===== src/rtl/ip_tx_pkg.sv =====
// rtl/ip_tx_pkg.sv - shared IPv4 TX constants, FSM encoding, latched header struct and checksum fold
package ip_tx_pkg;

    localparam int unsigned IP_IHL_MIN = 5;
    localparam logic [3:0]  IP_VER4    = 4'd4;

    typedef enum logic [1:0] {
        IDLE = 2'd0,
        CALC = 2'd1,
        FOLD = 2'd2,
        SEND = 2'd3
    } ip_tx_state_e;

    // Field order matches the wire order, so word i is bits [159-32*i -: 32]
    typedef struct packed {
        logic [3:0]  version;
        logic [3:0]  ihl;
        logic [7:0]  dsf;
        logic [15:0] total_len;
        logic [15:0] id;
        logic [2:0]  flag;
        logic [12:0] frag_offset;
        logic [7:0]  ttl;
        logic [7:0]  prot;
        logic [15:0] chksum;
        logic [31:0] src;
        logic [31:0] dst;
    } ip_hdr_t;

    // Two end-around-carry folds are enough for any 21-bit sum
    function automatic logic [15:0] ones_fold16(input logic [20:0] acc);
        logic [16:0] s1;
        logic [16:0] s2;
        s1 = {1'b0, acc[15:0]} + {12'd0, acc[20:16]};
        s2 = {1'b0, s1[15:0]} + {16'd0, s1[16]};
        return s2[15:0];
    endfunction

endpackage


===== src/rtl/ip_chksum_acc.sv =====
// rtl/ip_chksum_acc.sv - 21-bit one's-complement accumulator: clear, add both halves of a 32-bit word, fold
module ip_chksum_acc
    import ip_tx_pkg::*;
(
    input  logic        clk,
    input  logic        rst_n,
    input  logic        clr,
    input  logic        add,
    input  logic [31:0] word,
    output logic [20:0] sum,
    output logic [15:0] folded
);

    logic [20:0] sum_q;
    logic [20:0] sum_d;

    always_comb begin
        sum_d = sum_q;
        if (clr) begin
            sum_d = '0;
        end else if (add) begin
            sum_d = sum_q + {5'd0, word[31:16]} + {5'd0, word[15:0]};
        end
    end

    always_ff @(posedge clk or negedge rst_n) begin
        if (!rst_n) begin
            sum_q <= '0;
        end else begin
            sum_q <= sum_d;
        end
    end

    assign sum    = sum_q;
    assign folded = ones_fold16(sum_q);

endmodule


===== src/rtl/ip_header_tx.sv =====
// rtl/ip_header_tx.sv - IPv4 header streamer; define IP_TX_CHKSUM_EN to compute the header checksum
// internally (CALC/FOLD states), otherwise ip_head_chksum is sent as given.
module ip_header_tx
    import ip_tx_pkg::*;
#(
    parameter int DATA_W        = 32,
    parameter int OPT_WORDS_MAX = 1
) (
    input  logic                  clk,
    input  logic                  rst_n,
    input  logic                  ip_start,
    input  logic [3:0]            ip_version,
    input  logic [3:0]            ip_head_len,
    input  logic [7:0]            ip_dsf,
    input  logic [15:0]           ip_total_len,
    input  logic [15:0]           ip_id,
    input  logic [2:0]            ip_flag,
    input  logic [12:0]           ip_frag_offset,
    input  logic [7:0]            ip_ttl,
    input  logic [7:0]            ip_prot,
    input  logic [15:0]           ip_head_chksum,
    input  logic [31:0]           ip_src_addr,
    input  logic [31:0]           ip_dst_addr,
    input  logic [32*((OPT_WORDS_MAX > 0) ? OPT_WORDS_MAX : 1)-1:0] ip_options,
    output logic                  ip_busy,
    output logic                  ip_err,
    output logic [DATA_W-1:0]     out_data,
    output logic [DATA_W/8-1:0]   out_be,
    output logic                  out_valid,
    input  logic                  out_ready,
    output logic                  out_sop,
    output logic                  out_eop
);

    localparam int WPB   = DATA_W / 32;
    localparam int BSH   = (DATA_W == 64) ? 1 : 0;
    localparam int OPT_W = (OPT_WORDS_MAX > 0) ? OPT_WORDS_MAX : 1;
    localparam logic [4:0] IHL_LO = 5'(IP_IHL_MIN);
    localparam logic [4:0] IHL_HI = 5'(IP_IHL_MIN + OPT_WORDS_MAX);
`ifdef IP_TX_CHKSUM_EN
    localparam ip_tx_state_e FIRST_ST = CALC;
`else
    localparam ip_tx_state_e FIRST_ST = SEND;
`endif

    ip_tx_state_e       state_q, state_d;
    ip_hdr_t            hdr_q, hdr_d;
    logic [32*OPT_W-1:0] opt_q, opt_d;
    logic [3:0]         idx_q, idx_d;
    logic               err_q, err_d;

    logic        ihl_ok, accept, reject, xfer;
    logic        calc_last, send_last;
    logic [3:0]  last_idx;
    logic [31:0] hdr_w [16];
    logic [4:0]  widx;

    assign ihl_ok    = ({1'b0, ip_head_len} >= IHL_LO) && ({1'b0, ip_head_len} <= IHL_HI);
    assign accept    = ip_start && (state_q == IDLE) && ihl_ok;
    assign reject    = ip_start && (state_q == IDLE) && !ihl_ok;
    assign xfer      = (state_q == SEND) && out_ready;
    assign last_idx  = (hdr_q.ihl - 4'd1) >> BSH;
    assign calc_last = (idx_q == hdr_q.ihl - 4'd1);
    assign send_last = (idx_q == last_idx);

    // The checksum field holds 0 while CALC walks the words, so it drops out of the sum
    always_comb begin
        for (int i = 0; i < 16; i++) begin
            hdr_w[i] = '0;
        end
        for (int i = 0; i < 5; i++) begin
            hdr_w[i] = hdr_q[32*(4-i) +: 32];
        end
        for (int j = 0; j < OPT_WORDS_MAX; j++) begin
            hdr_w[5+j] = opt_q[32*(OPT_W-1-j) +: 32];
        end
    end

`ifdef IP_TX_CHKSUM_EN
    logic [20:0] acc_sum;
    logic [15:0] acc_fold;
    logic        unused_ext;

    ip_chksum_acc u_acc (
        .clk    (clk),
        .rst_n  (rst_n),
        .clr    (accept),
        .add    (state_q == CALC),
        .word   (hdr_w[idx_q]),
        .sum    (acc_sum),
        .folded (acc_fold)
    );

    assign unused_ext = ^{ip_head_chksum, acc_sum};
`endif

    always_ff @(posedge clk or negedge rst_n) begin
        if (!rst_n) begin
            state_q <= IDLE;
        end else begin
            state_q <= state_d;
        end
    end

    always_comb begin
        state_d = state_q;
        case (state_q)
            IDLE:    if (accept) state_d = FIRST_ST;
            CALC:    if (calc_last) state_d = FOLD;
            FOLD:    state_d = SEND;
            SEND:    if (xfer && send_last) state_d = IDLE;
            default: state_d = IDLE;
        endcase
    end

    always_comb begin
        hdr_d = hdr_q;
        opt_d = opt_q;
        idx_d = idx_q;
        err_d = reject;
        if (accept) begin
            hdr_d.version     = ip_version;
            hdr_d.ihl         = ip_head_len;
            hdr_d.dsf         = ip_dsf;
            hdr_d.total_len   = ip_total_len;
            hdr_d.id          = ip_id;
            hdr_d.flag        = ip_flag;
            hdr_d.frag_offset = ip_frag_offset;
            hdr_d.ttl         = ip_ttl;
            hdr_d.prot        = ip_prot;
`ifdef IP_TX_CHKSUM_EN
            hdr_d.chksum      = '0;
`else
            hdr_d.chksum      = ip_head_chksum;
`endif
            hdr_d.src         = ip_src_addr;
            hdr_d.dst         = ip_dst_addr;
            opt_d             = ip_options;
            idx_d             = '0;
        end
        case (state_q)
            CALC: idx_d = calc_last ? 4'd0 : idx_q + 4'd1;
`ifdef IP_TX_CHKSUM_EN
            FOLD: hdr_d.chksum = ~acc_fold;
`endif
            SEND: if (xfer) idx_d = send_last ? 4'd0 : idx_q + 4'd1;
            default: ;
        endcase
    end

    always_ff @(posedge clk or negedge rst_n) begin
        if (!rst_n) begin
            hdr_q <= '0;
            opt_q <= '0;
            idx_q <= '0;
            err_q <= 1'b0;
        end else begin
            hdr_q <= hdr_d;
            opt_q <= opt_d;
            idx_q <= idx_d;
            err_q <= err_d;
        end
    end

    // Beat content depends only on registered state, so it holds across stalls
    always_comb begin
        ip_busy   = (state_q != IDLE);
        ip_err    = err_q;
        out_valid = 1'b0;
        out_sop   = 1'b0;
        out_eop   = 1'b0;
        out_data  = '0;
        out_be    = '0;
        widx      = '0;
        if (state_q == SEND) begin
            out_valid = 1'b1;
            out_sop   = (idx_q == 4'd0);
            out_eop   = send_last;
            for (int w = 0; w < WPB; w++) begin
                widx = 5'({1'b0, idx_q} << BSH) + 5'(w);
                if (widx < {1'b0, hdr_q.ihl}) begin
                    out_data[DATA_W-1-32*w -: 32] = hdr_w[widx[3:0]];
                    out_be[DATA_W/8-1-4*w -: 4]   = 4'hF;
                end
            end
        end
    end

endmodule


===== config.mk =====
export PLATFORM = sky130hd
export DESIGN_NAME = ip_header_tx
export DESIGN_NICKNAME = d
export VERILOG_FILES = /design/src/rtl/ip_tx_pkg.sv /design/src/rtl/ip_chksum_acc.sv /design/src/rtl/ip_header_tx.sv
export SDC_FILE = /design/constraint.sdc
export NUM_CORES = 1
export LEC_CHECK = 0
export BUFFER_PORTS_ARGS = -buffer_cell sky130_fd_sc_hd__buf_2
export CORE_ASPECT_RATIO = 1.4
export CORE_MARGIN = 2
export CORE_UTILIZATION = 40
export DETAILED_ROUTE_END_ITERATION = 7
export GPL_ROUTABILITY_DRIVEN = 0
export PLACE_DENSITY = 0.71
export SLEW_MARGIN = 0
export SYNTH_ARGS = -nofsm -noshare
export SYNTH_HDL_FRONTEND = slang
export SYNTH_SLANG_ARGS = --single-unit

===== constraint.sdc =====
create_clock -name clk -period 2.39 [get_ports clk]
set_input_delay 0 -clock clk [delete_from_list [all_inputs] [get_ports clk]]
set_output_delay 0 -clock clk [all_outputs]
set_load 0.01 [all_outputs]

==> results of run 1 <==
## routing by layer
| metal | routed length, um | up-vias |
|---|---|---|
| met5 | 33 | - |
| met4 | 798 | 4 |
| met3 | 1720 | 65 |
| met2 | 14700 | 271 |
| met1 | 11100 | 3665 |
| li1 | - | 3249 |
## cell families (layout without fill, tap and decap cells)
family	Yosys count	in the layout
DFF	199	199
and+or+nand+nor	60	60
other	0	8
muxes	254	254
adders and majority gates	7	7
xor gates and xnor gates	5	5
AOI/OAI and AO/OA	45	45
buffers and inverters	64	507
## Yosys cell counts (2+ instances only)
| cell type | number |
|---|---|
| buf_8 | 2 |
| nor2b_1 | 2 |
| mux2_1 | 111 |
| xnor2_1 | 2 |
| or3_1 | 2 |
| inv_1 | 9 |
| buf_4 | 7 |
| nor4_1 | 32 |
| nor2_1 | 8 |
| o21a_1 | 3 |
| buf_6 | 8 |
| buf_1 | 2 |
| nand2_1 | 4 |
| ha_1 | 7 |
| o21ai_0 | 2 |
| mux4_2 | 32 |
| a22oi_1 | 33 |
| dfrtp_1 | 199 |
| mux2_2 | 110 |
| clkbuf_1 | 17 |
| buf_2 | 17 |
| nand3_1 | 6 |
## worst max-delay path: cells and delay by family (launching register included)
kind / cells / cell delay (ns)
flops: 1 / 0.55
buf+inv: 3 / 0.45
compound gates: 2 / 0.41
simple gates: 2 / 0.35
fa+ha+maj: 1 / 0.15
## cells in the final DEF, fill, tap and decap left out, types with 4 or more instances in the layout
cell and n:
buf_2 235, dfrtp_1 197, dlygate4sd3_1 193, mux2_1 111
mux2_2 110, mux4_2 32, a22oi_1 30, nor4_2 20
clkbuf_16 20, buf_4 19, nor4_4 9, buf_12 9
diode_2 8, inv_1 8, nor2_1 7, ha_1 7
nand3_1 6, inv_6 6, nor4_1 4, nand2_1 4
## power by group through the flow
stage               combinational [mW]  clock [mW]  sequential (mW)
global route                      4.18        3.22             4.09
detailed placement                2.90           0             4.08
finish                            3.93        2.99             4.04
CTS                               3.34        3.08             4.03
global placement                  2.87           0             4.06
floorplan                         2.03           0             3.99
## flip-flops by register name (all words and copies together) (netlist names)
| signal | cells |
|---|---|
| state_q | 2 |
| hdr_q | 160 |
| opt_q | 32 |
| ip_err | 1 |
| idx_q | 4 |
## final cells by class
type,count,area (sq um)
diodes,8,20.0
well taps,306,383
clock inverters,12,155
clock buffers,20,457
fillers,1737,9180
inverters,10,37.5
flip-flops and latches,199,4980
repair buffers,465,3610
multi-input cells,371,4370
## path summary, 6_finish.rpt
check                      slack [ns]  depth (start not counted)      endpoint
max in group asynchronous        1.44                          3     hdr_q[25]
min                               0.1                          2     hdr_q[63]
min in group clk                 0.30                          4    state_q[0]
max reg2reg                      0.33                          4      opt_q[2]
min reg2reg                      0.49                          1     hdr_q[60]
max                              0.05                          8  out_data[16]
## timing repair
action | CTS | global route
buffers inserted | 0 | 2
hold endpoints to repair | 253 | 0
endpoints found under the setup margin | 30 | 36
hold buffers | 193 | 0
pin swaps | 0 | 1
gates resized for setup | 17 | 35
gates cloned | 1 | 5
==> summary.md, run 1 <==
| Metric | Value |
|---|---|
| CP required | 2.39 ns |
| Busiest grt layer | met2 |
| Post-synth EDFFs | 0 |
| Design area | 0.0140 sq mm |
| Power Density | 782 mW/mm^2 |
| Met3 usage | 0.0490 |
| Crit path DAT | 2.34 ns |
| Leakage | 7.01 nW |
| Largest net degree at the start of global routing | 66 |
| M2 GR Usage | 0.373 |
| Synth Warn # | 0 |
| Worst Setup SP | idx_q[0] |
| Synth Area in Compound Gates | 0.0365 |
| Post-Syn Nets | 837 |
| Clock Pin Slew Worst Setup and Hold Paths | 0.07 ns |
| Clk_skew | 0.0124 ns |
| Part of the power in registers | 0.369 |
| Crit start category | flip-flop |
| Max-slew violations | 0 |
| Maximum clock path buffer count | 2 |
| Initial DRT Pass Iterations | 4 |
| Slowest-stage cell, CP | dfrtp_4 |
| Die height | 186 um |
| Inserted Clock Buffers | 17 |
| Top-area cell type share of the netlist area | 0.527 |
| Synth cell types | 41 |
| Hold Crit Class | in -> async |
| Mean Syn Cell Area | 14.9 sq um |
| Number of max-cap violations | 0 |
| GRT overflow | 0 |
| Cell Area, Placed | 0.0110 sq mm |
| Power Total | 11.0 mW |
| Net Switching | 3.69 mW |
| Syn Inst Count | 634 |
| Final Setup Violations | 0 |
| Worst Max-Slew Pin Slew | 0.625 ns |
| Final net count | 1,267 |
| Vias per cell | 5.21 |
| Combinational Power Share | 0.359 |
| Mapped Area | 0.00945 sq mm |
| Simple-Gate Fraction of Synth Area | 0.0381 |
| Fin. Hold Viols | 0 |
| Initial antenna violation count | 9 |
| Max Clock Freq | 0.428 GHz |
| Dominant cells by area after synthesis | dfrtp_1 53%, mux2_1 13%, mux2_2 13%, mux4_2 7.6%, a22oi_1 2.6% |
| Maximum vdd ir drop | 0.519 mV |
| Setup_tns | 0 ns |
| Seq/Total Area, Yosys | 0.527 |
| Inst Count DP | 1,150 |
| Fin worst setup slack | 0.0514 ns |
| Fin Hold WS | 0.0999 ns |
| First-pass GRT wire length | 41.7 mm |
| Critical Path Sink Type | primary output |
| Initial core utilization | 0.407 |
| Synthesized-area fraction occupied by adder cells | 0.00927 |
| Via count | 7,254 |
| Peak per-stage delay on the critical path | 0.55 ns |
| Wire per inst | 20.4 um |
| Worst r2r src | state_q[0] |
| # rows | 66 |
| Status | complete, no violations |
| Period utilization | 0.978 |
| Async set-reset flop share out of synthesis | 1.00 |
| Initial drt markers | 350 |
| P&R area growth vs syn | 48.4% |
| Clock sinks | 199 |
| Mux contribution to synthesized area | 0.341 |
| Port Buf Inserts | 236 |
| XOR/XNOR share of the synthesized area | 0.00821 |
| Post-synth top flop | dfrtp_1 |
| Relative slew margins | 0.579 |
| IO Pins | 237 |
| Clock share of power | 0.273 |
| Largest family of logic cells by synthesized area | multiplexers |
| Fin crit period | 2.34 ns |
| Die W | 134 um |
| ANT nets after route | 0 |
| Detail Placement HPWL | 17.1 mm |
| Kind of critical path | reg -> out |
| Layout cells sized above 1 | 0.453 |
| Fin util | 0.604 |
| TritonCTS clock tree | built |
| Fin cells | 1,391 |
| Worst-path cell chain | inv_2 > ha_1 > nor2b_1 > o21a_1 > o21a_4 > buf_12 > nor4_1 > buf_2 |
| #FFs+latches synth | 199 |
| Worst Path Max Fanout | 17 |
| CTS root buffer | clkbuf_16 |
| H-tree depth | 4 |
| DRC | 0 |
| M1 GR Usage | 0.269 |
| Vias in the first global route | 7,843 |
| Die area | 0.0249 sq mm |
| Routed WL | 28.3 mm |
| Place WS | 0.287 ns |
| Worst-Skew Late Latency | 0.44 ns |
| Core area | 0.0232 sq mm |
| Switching Fraction | 0.337 |
| GRT Util Overall | 0.220 |
| Cell Int Power | 7.27 mW |
| Cell taking the most area after synthesis | dfrtp_1 |
(Power assumes the default switching activity.)
==> inputs of run 2 (changes only) <==
--- a/config.mk
+++ b/config.mk
@@ -5,7 +5,9 @@
 export SDC_FILE = /design/constraint.sdc
 export NUM_CORES = 1
 export LEC_CHECK = 0
+export ABC_AREA = 1
 export BUFFER_PORTS_ARGS = -buffer_cell sky130_fd_sc_hd__buf_2
+export CAP_MARGIN = 30
 export CORE_ASPECT_RATIO = 1.4
 export CORE_MARGIN = 2
 export CORE_UTILIZATION = 40
==> run 2 against run 1 <==
Sequential power shrank 10%. Global-route usage is 3.7 points higher. Critical path type unchanged. Largest cell class unchanged. Flip-flop and latch count unchanged. Largest power group is now combinational logic. Highest routed layer is now met4.
==> summary.md, run 2 <==
| Metric | Value |
|---|---|
| Status | complete, no violations (unchanged) |
| Hold Crit Class | in -> async (unchanged) |
| Worst Reg-to-Reg Cells | 8 (was 4) |
| Net Switching | 4.19 mW (was 3.69 mW) |
| Post-synth top flop | dfrtp_1 (unchanged) |
| Synth cell types | 21 (was 41) |
| Clock Pin Slew Worst Setup and Hold Paths | 0.07 ns (about the same) |
| # rows | 66 (unchanged) |
| Kind of critical path | reg -> out (unchanged) |
| Part of the power in registers | 0.335 (was 0.369) |
| Fill count | 2,050 (was 1,737) |
| Worst-Skew Late Latency | 0.44 ns (about the same) |
| Detail Placement HPWL | 20.1 mm (was 17.1 mm) |
| Routed WL | 32.0 mm (was 28.3 mm) |
| Async set-reset flop share out of synthesis | 1.00 (unchanged) |
| Final Setup Violations | 0 (unchanged) |
| Initial DRT Pass Iterations | 5 (was 4) |
| Syn Inst Count | 1,266 (was 634) |
| Worst Max-Slew Pin Slew | 0.516 ns (was 0.625 ns) |
| IO Pins | 237 (unchanged) |
| Max-slew violations | 0 (unchanged) |
| Worst R2R End | hdr_q[86] (was opt_q[2]) |
| Switching Fraction | 0.387 (was 0.337) |
| FF-to-FF setup slack | 0.56 ns (was 0.33 ns) |
| Fin crit period | 2.28 ns (was 2.34 ns) |
| Post-synth EDFFs | 0 (unchanged) |
| Top post-synthesis cells by count | 633 x nand2_1, 199 x dfrtp_1, 103 x nor2_1, 101 x o21ai_0, 39 x buf_2 (was 199 x dfrtp_1, 111 x mux2_1, 110 x mux2_2, 33 x a22oi_1) |
| Clk_skew | 0.0102 ns (was 0.0124 ns) |
| Seq/Total Area, Yosys | 0.521 (was 0.527) |
| Core area | 0.0234 sq mm (was 0.0232 sq mm) |
| Relative slew margins | 0.652 (was 0.579) |
| Mapped Area | 0.00955 sq mm (was 0.00945 sq mm) |
| Most frequent cell after synthesis | nand2_1 (was dfrtp_1) |
| Die area | 0.0251 sq mm (was 0.0249 sq mm) |
| Cell Area, Placed | 0.0110 sq mm (about the same) |
| GRT Util Overall | 0.257 (was 0.220) |
| Critical Path Sink Type | primary output (unchanged) |
| Wire per inst | 16.2 um (was 20.4 um) |
| Cell Int Power | 6.64 mW (was 7.27 mW) |
| Period utilization | 0.953 (was 0.978) |
| Leading registers by flop count | hdr_q x160, opt_q x32, idx_q x4 (unchanged) |
| Largest net degree at the start of global routing | 96 (was 66) |
| Worst Path Max Fanout | 26 (was 17) |
| Maximum vdd ir drop | 0.573 mV (was 0.519 mV) |
| Leakage | 7.38 nW (was 7.01 nW) |
| Power Total | 10.8 mW (was 11.0 mW) |
| #FFs+latches synth | 199 (unchanged) |
| Clock sinks | 199 (unchanged) |
| Setup_tns | 0 ns (unchanged) |
| # Post-CTS Setup Buffers | 0 (unchanged) |
| Initial antenna violation count | 7 (was 9) |
| TritonCTS clock tree | built (unchanged) |
| Max Clock Freq | 0.439 GHz (was 0.428 GHz) |
| Top-area cell type share of the netlist area | 0.521 (was 0.527) |
| Initial core utilization | 0.409 (was 0.407) |
| Crit start category | flip-flop (unchanged) |
| H-tree depth | 4 (unchanged) |
| First-pass GRT wire length | 50.9 mm (was 41.7 mm) |
| Final net count | 1,856 (was 1,267) |
| Design area | 0.0136 sq mm (was 0.0140 sq mm) |
| Die height | 187 um (was 186 um) |
| ANT nets after route | 0 (unchanged) |
| DRC | 0 (unchanged) |
| Dominant cells by area after synthesis | dfrtp_1 52%, nand2_1 25%, o21ai_0 5.3%, nor2_1 4.0%, o21a_1 2.5% (was dfrtp_1 53%, mux2_1 13%, mux2_2 13%, mux4_2 7.6%, a22oi_1 2.6%) |
| P&R area growth vs syn | 41.9% (was 48.4%) |
| Max FFs per register | 160 (unchanged) |
| Number of max-cap violations | 0 (unchanged) |
| Layout cells sized above 1 | 0.178 (was 0.453) |
| Inserted Clock Buffers | 17 (unchanged) |
| Worst r2r src | state_q[1] (was state_q[0]) |
| GRT overflow | 0 (unchanged) |
| Top reg by flops | hdr_q (unchanged) |
| Synth Warn # | 0 (unchanged) |
| Fin. Hold Viols | 0 (unchanged) |
| Vias per cell | 4.97 (was 5.21) |
| Power Density | 799 mW/mm^2 (was 782 mW/mm^2) |
| Die W | 135 um (was 134 um) |
| CP required | 2.39 ns (about the same) |
| Most frequent cells in the layout | 632 x nand2_1, 235 x buf_2, 197 x dfrtp_1, 193 x dlygate4sd3_1, 103 x nor2_1 (was 235 x buf_2, 197 x dfrtp_1, 193 x dlygate4sd3_1, 111 x mux2_1, 110 x mux2_2) |
| Port Buf Inserts | 236 (unchanged) |
| Via count | 9,830 (was 7,254) |
| Maximum clock path buffer count | 2 (unchanged) |
| Crit path DAT | 2.28 ns (was 2.34 ns) |
| Mean Syn Cell Area | 7.54 sq um (was 14.9 sq um) |
| Combinational Power Share | 0.395 (was 0.359) |
| Initial drt markers | 822 (was 350) |
| Post-Syn Nets | 1,469 (was 837) |
| RSZ-0062 raised after global routing | yes |
| CTS root buffer | clkbuf_16 (unchanged) |
| Vias in the first global route | 10,000 (was 7,843) |
| Cell taking the most area after synthesis | dfrtp_1 (unchanged) |
| Commonest non-fill, non-tap cell in the layout | nand2_1 (was buf_2) |
| Clock share of power | 0.270 (was 0.273) |
[run 2: cell count changes in the layout (fill, tap and decap cells not counted), moves of 36 or more]
cell     change
mux2_1     -111
mux2_2     -110
a21oi_1     +36
nor2_1      +96
nand2_1    +628
o21ai_0     +98
[run 2: worst max-delay path: stages, from the launching register on]
cell and delay [ns]:
dfrtp_1 0.40, inv_1 0.14, ha_1 0.26, a21oi_1 0.20
nand4_1 0.15, buf_4 0.25, a21oi_1 0.24, buf_2 0.18
[run 2: through the flow]
| stage | std cells | utilization | hold slack, ns | setup slack (ns) |
|---|---|---|---|---|
| after floorplan | 1266 | - | -0.296 | 0.626 |
| after global placement | 1746 | 0.469 | -0.0524 | 0.506 |
| after detailed placement | 1746 | 0.469 | -0.0464 | 0.531 |
| after CTS | 1969 | 0.577 | 0.0681 | 0.0589 |
| after global routing | 1977 | 0.580 | 0.0984 | -0.00175 |
| final | 1977 | 0.580 | 0.0695 | 0.113 |
[run 2: cell type report]
class / instances / area (sq um) / area share
Antenna cell: 7 / 17.5 / 0.00129
Clock buffer: 17 / 425 / 0.0314
Clock inverter: 13 / 161 / 0.0119
Inverter: 24 / 100 / 0.00738
Multi-Input combinational cell: 961 / 4060 / 0.299
Sequential cell: 199 / 4980 / 0.368
Tap cell: 306 / 383 / 0.0282
Timing Repair Buffer: 450 / 3430 / 0.253
[run 2: layer usage]
| metal | global-route usage | vias up | share of wire |
|---|---|---|---|
| met3 | 0.0420 | 111 | 0.056 |
| li1 | - | 4748 | - |
| met5 | 0 | - | 0 |
| met2 | 0.419 | 411 | 0.48 |
| met4 | 0.121 | 0 | 0.045 |
| met1 | 0.332 | 4560 | 0.42 |
[run 2: cell families after synthesis]
family / after synthesis / synth area share
adders and majority gates: 7 / 0.00917
xor gates and xnor gates: 2 / 0.00183
AOI/OAI and AO/OA: 197 / 0.112
buffers and inverters: 106 / 0.0554
DFF: 199 / 0.521
and+or+nand+nor: 755 / 0.300
[run 2: timing repair]
action                                  4_1_cts  5_1_grt
gates resized for setup                       0        7
hold buffers                                193        0
endpoints found under the setup margin        0       12
hold endpoints to repair                    390        0
[run 2: worst max path at each step]
stage               slack [ns]           end  cells past startpoint        from
floorplan                 0.63      idx_q[0]                     12    idx_q[0]
global placement          0.51  out_data[11]                      7    idx_q[0]
detailed placement        0.53  out_data[11]                      7    idx_q[0]
CTS                       0.06  out_data[11]                      7    idx_q[0]
global route            -0.002  out_data[10]                      7  hdr_q[155]
finish                    0.11  out_data[10]                      7  hdr_q[155]
[run 2: power groups by stage]
| stage | Clock, mW | Sequential, mW | Combinational [mW] |
|---|---|---|---|
| global route | 3.12 | 3.64 | 4.73 |
| CTS | 2.98 | 3.60 | 4.14 |
| global placement | 0 | 3.66 | 3.86 |
| detailed placement | 0 | 3.67 | 3.88 |
| floorplan | 0 | 3.63 | 2.45 |
| finish | 2.93 | 3.63 | 4.27 |
==> inputs of run 3 (changes only) <==
==> constraint.sdc (replaced) <==
create_clock -name clk -period 2.39 [get_ports clk]
set_input_delay 0 -clock clk [delete_from_list [all_inputs] [get_ports clk]]
set_output_delay 0 -clock clk [all_outputs]
set_load 0.005 [all_outputs]
==> run 3 against run 2 <==
Combinational power fell by 2%. Core utilization fell by 0.18 points. Largest power group unchanged. Highest routed layer unchanged. Largest cell class unchanged. Critical path type unchanged. Global-route usage fell by 0.17 points. Non-clock buffer count fell by 1.
==> summary.md, run 3 (same netlist as run 2, synthesis figures left out) <==
| Metric | Value |
|---|---|
| Period utilization | 0.953 (about the same) |
| Vias per cell | 4.99 (was 4.97) |
| Worst Max-Slew Pin Slew | 0.685 ns (was 0.516 ns) |
| Clock sinks | 199 (unchanged) |
| Max FFs per register | 160 (unchanged) |
| Fin crit period | 2.28 ns (about the same) |
| First-pass GRT wire length | 50.8 mm (was 50.9 mm) |
| Clk_skew | 0.0143 ns (was 0.0102 ns) |
| H-tree depth | 4 (unchanged) |
| Worst-Skew Late Latency | 0.44 ns (about the same) |
| Max-slew violations | 0 (unchanged) |
| Hold Crit Class | in -> reg (was in -> async) |
| Inserted Clock Buffers | 17 (unchanged) |
| Clock Pin Slew Worst Setup and Hold Paths | 0.08 ns (was 0.07 ns) |
| Wire per inst | 16.2 um (about the same) |
| Layout cells sized above 1 | 0.180 (was 0.178) |
| Leakage | 7.37 nW (was 7.38 nW) |
| IO Pins | 237 (unchanged) |
| Detail Placement HPWL | 19.7 mm (was 20.1 mm) |
| Port Buf Inserts | 236 (unchanged) |
| Leading registers by flop count | hdr_q x160, opt_q x32, idx_q x4 (unchanged) |
| TritonCTS clock tree | built (unchanged) |
| Commonest non-fill, non-tap cell in the layout | nand2_1 (unchanged) |
| DRC | 0 (unchanged) |
| Status | complete, no violations (unchanged) |
| Fin worst setup slack | 0.112 ns (was 0.113 ns) |
| Kind of critical path | reg -> out (unchanged) |
| Core area | 0.0234 sq mm (unchanged) |
| Final Setup Violations | 0 (unchanged) |
| Design area | 0.0135 sq mm (was 0.0136 sq mm) |
| Worst Setup SP | idx_q[0] (was hdr_q[155]) |
| Hold_sp | out_ready |
| Maximum clock path buffer count | 2 (unchanged) |
| Initial DRT Pass Iterations | 5 (unchanged) |
| CP required | 2.39 ns (about the same) |
| Most frequent cells in the layout | 631 x nand2_1, 235 x buf_2, 197 x dfrtp_1, 193 x dlygate4sd3_1, 102 x nor2_1 (was 632 x nand2_1, 235 x buf_2, 197 x dfrtp_1, 193 x dlygate4sd3_1, 103 x nor2_1) |
| Final net count | 1,855 (was 1,856) |
| Via count | 9,863 (was 9,830) |
| Routed WL | 32.1 mm (was 32.0 mm) |
| Critical Path Sink Type | primary output (unchanged) |
| P&R area growth vs syn | 41.5% (was 41.9%) |
| Initial drt markers | 656 (was 822) |
| RSZ-0062 raised after global routing | no (was yes) |
| Top reg by flops | hdr_q (unchanged) |
| Fill count | 2,034 (was 2,050) |
| Initial antenna violation count | 3 (was 7) |
| GRT overflow | 0 (unchanged) |
| Die W | 135 um (unchanged) |
| Crit path DAT | 2.28 ns (about the same) |
| Die area | 0.0251 sq mm (unchanged) |
| Power Density | 792 mW/mm^2 (was 799 mW/mm^2) |
| Worst r2r src | state_q[1] (unchanged) |
| CTS root buffer | clkbuf_16 (unchanged) |
| ANT nets after route | 0 (unchanged) |
| Max Clock Freq | 0.439 GHz (about the same) |
| Largest net degree at the start of global routing | 134 (was 96) |
| Cell Area, Placed | 0.0110 sq mm (about the same) |
| GRT Util Overall | 0.255 (was 0.257) |
| Vias in the first global route | 9,909 (was 10,000) |
| Fin Hold WS | 0.0657 ns (was 0.0695 ns) |
| Die height | 187 um (unchanged) |
| Place WS | 0.468 ns (was 0.531 ns) |
| Crit start category | flip-flop (unchanged) |
| Setup_tns | 0 ns (unchanged) |
| Relative slew margins | 0.543 (was 0.652) |
| Initial core utilization | 0.409 (unchanged) |
| Number of max-cap violations | 0 (unchanged) |
| Maximum vdd ir drop | 0.599 mV (was 0.573 mV) |
| Worst Path Max Fanout | 72 (was 26) |
| Fin. Hold Viols | 0 (unchanged) |
| # rows | 66 (unchanged) |
==> run 3: changes by cell type in the layout (fill, tap and decap cells not counted), sizes merged <==
cell / change
diode: -3
clkinv: +2
clkbuf: -1
bufinv: -1
inv: +1
==> run 3: layout make-up <==
type | count | area [sq um] | share of cell area
flip-flops and latches | 199 | 4980 | 0.369
multi-input cells | 961 | 4060 | 0.300
repair buffers | 449 | 3380 | 0.250
clock buffers | 17 | 425 | 0.0315
well taps | 306 | 383 | 0.0283
clock inverters | 15 | 175 | 0.0130
inverters | 24 | 96.3 | 0.00713
diodes | 4 | 10.0 | 0.000741
==> run 3: worst max-delay path, cell delays in order, from the launching register on <==
cell	delay [ns]
dfrtp_4	0.51
clkinv_2	0.09
buf_12	0.28
nor2_1	0.06
o21ai_0	0.37
nand2_1	0.16
a21oi_1	0.18
buf_2	0.15
==> run 3: path summary, 6_finish.rpt <==
| check | end | slack [ns] | cells past startpoint |
|---|---|---|---|
| setup / recovery | out_data[9] | 0.11 | 7 |
| hold / removal | idx_q[3] | 0.07 | 5 |
| setup reg to reg | hdr_q[84] | 0.56 | 8 |
| hold reg to reg | hdr_q[64] | 0.47 | 2 |
| max in group asynchronous | hdr_q[83] | 1.41 | 3 |
| min in group asynchronous | hdr_q[70] | 0.15 | 2 |
==> run 3: what timing repair did <==
item	in CTS	in global routing
hold endpoints to repair	271	0
hold buffers	193	0
pin swaps	0	1
setup endpoints to repair	1	27
resized for setup	1	4
setup buffers	0	1
==> run 3: stage by stage <==
step	util	power, mW	instances
6_report	0.578	10.7	1975
5_1_grt	0.578	11.4	1974
4_1_cts	0.577	10.7	1970
3_5_place_dp	0.469	7.51	1745
3_3_place_gp	0.469	7.46	1745
2_1_floorplan	-	5.96	1266
==> run 3: where the power goes <==
group / total (mW) / switching [mW] / internal [mW] / leakage, nW
clock: 2.93 / 1.42 / 1.50 / 0.295
combinational: 4.18 / 2.64 / 1.54 / 4.35
sequential: 3.59 / 0.0990 / 3.50 / 2.73
==> run 3: layer usage <==
metal | part of all wire | track usage
met1 | 0.42 | 0.331
met4 | 0.034 | 0.109
met2 | 0.49 | 0.424
met3 | 0.050 | 0.0379
met5 | 0 | 0
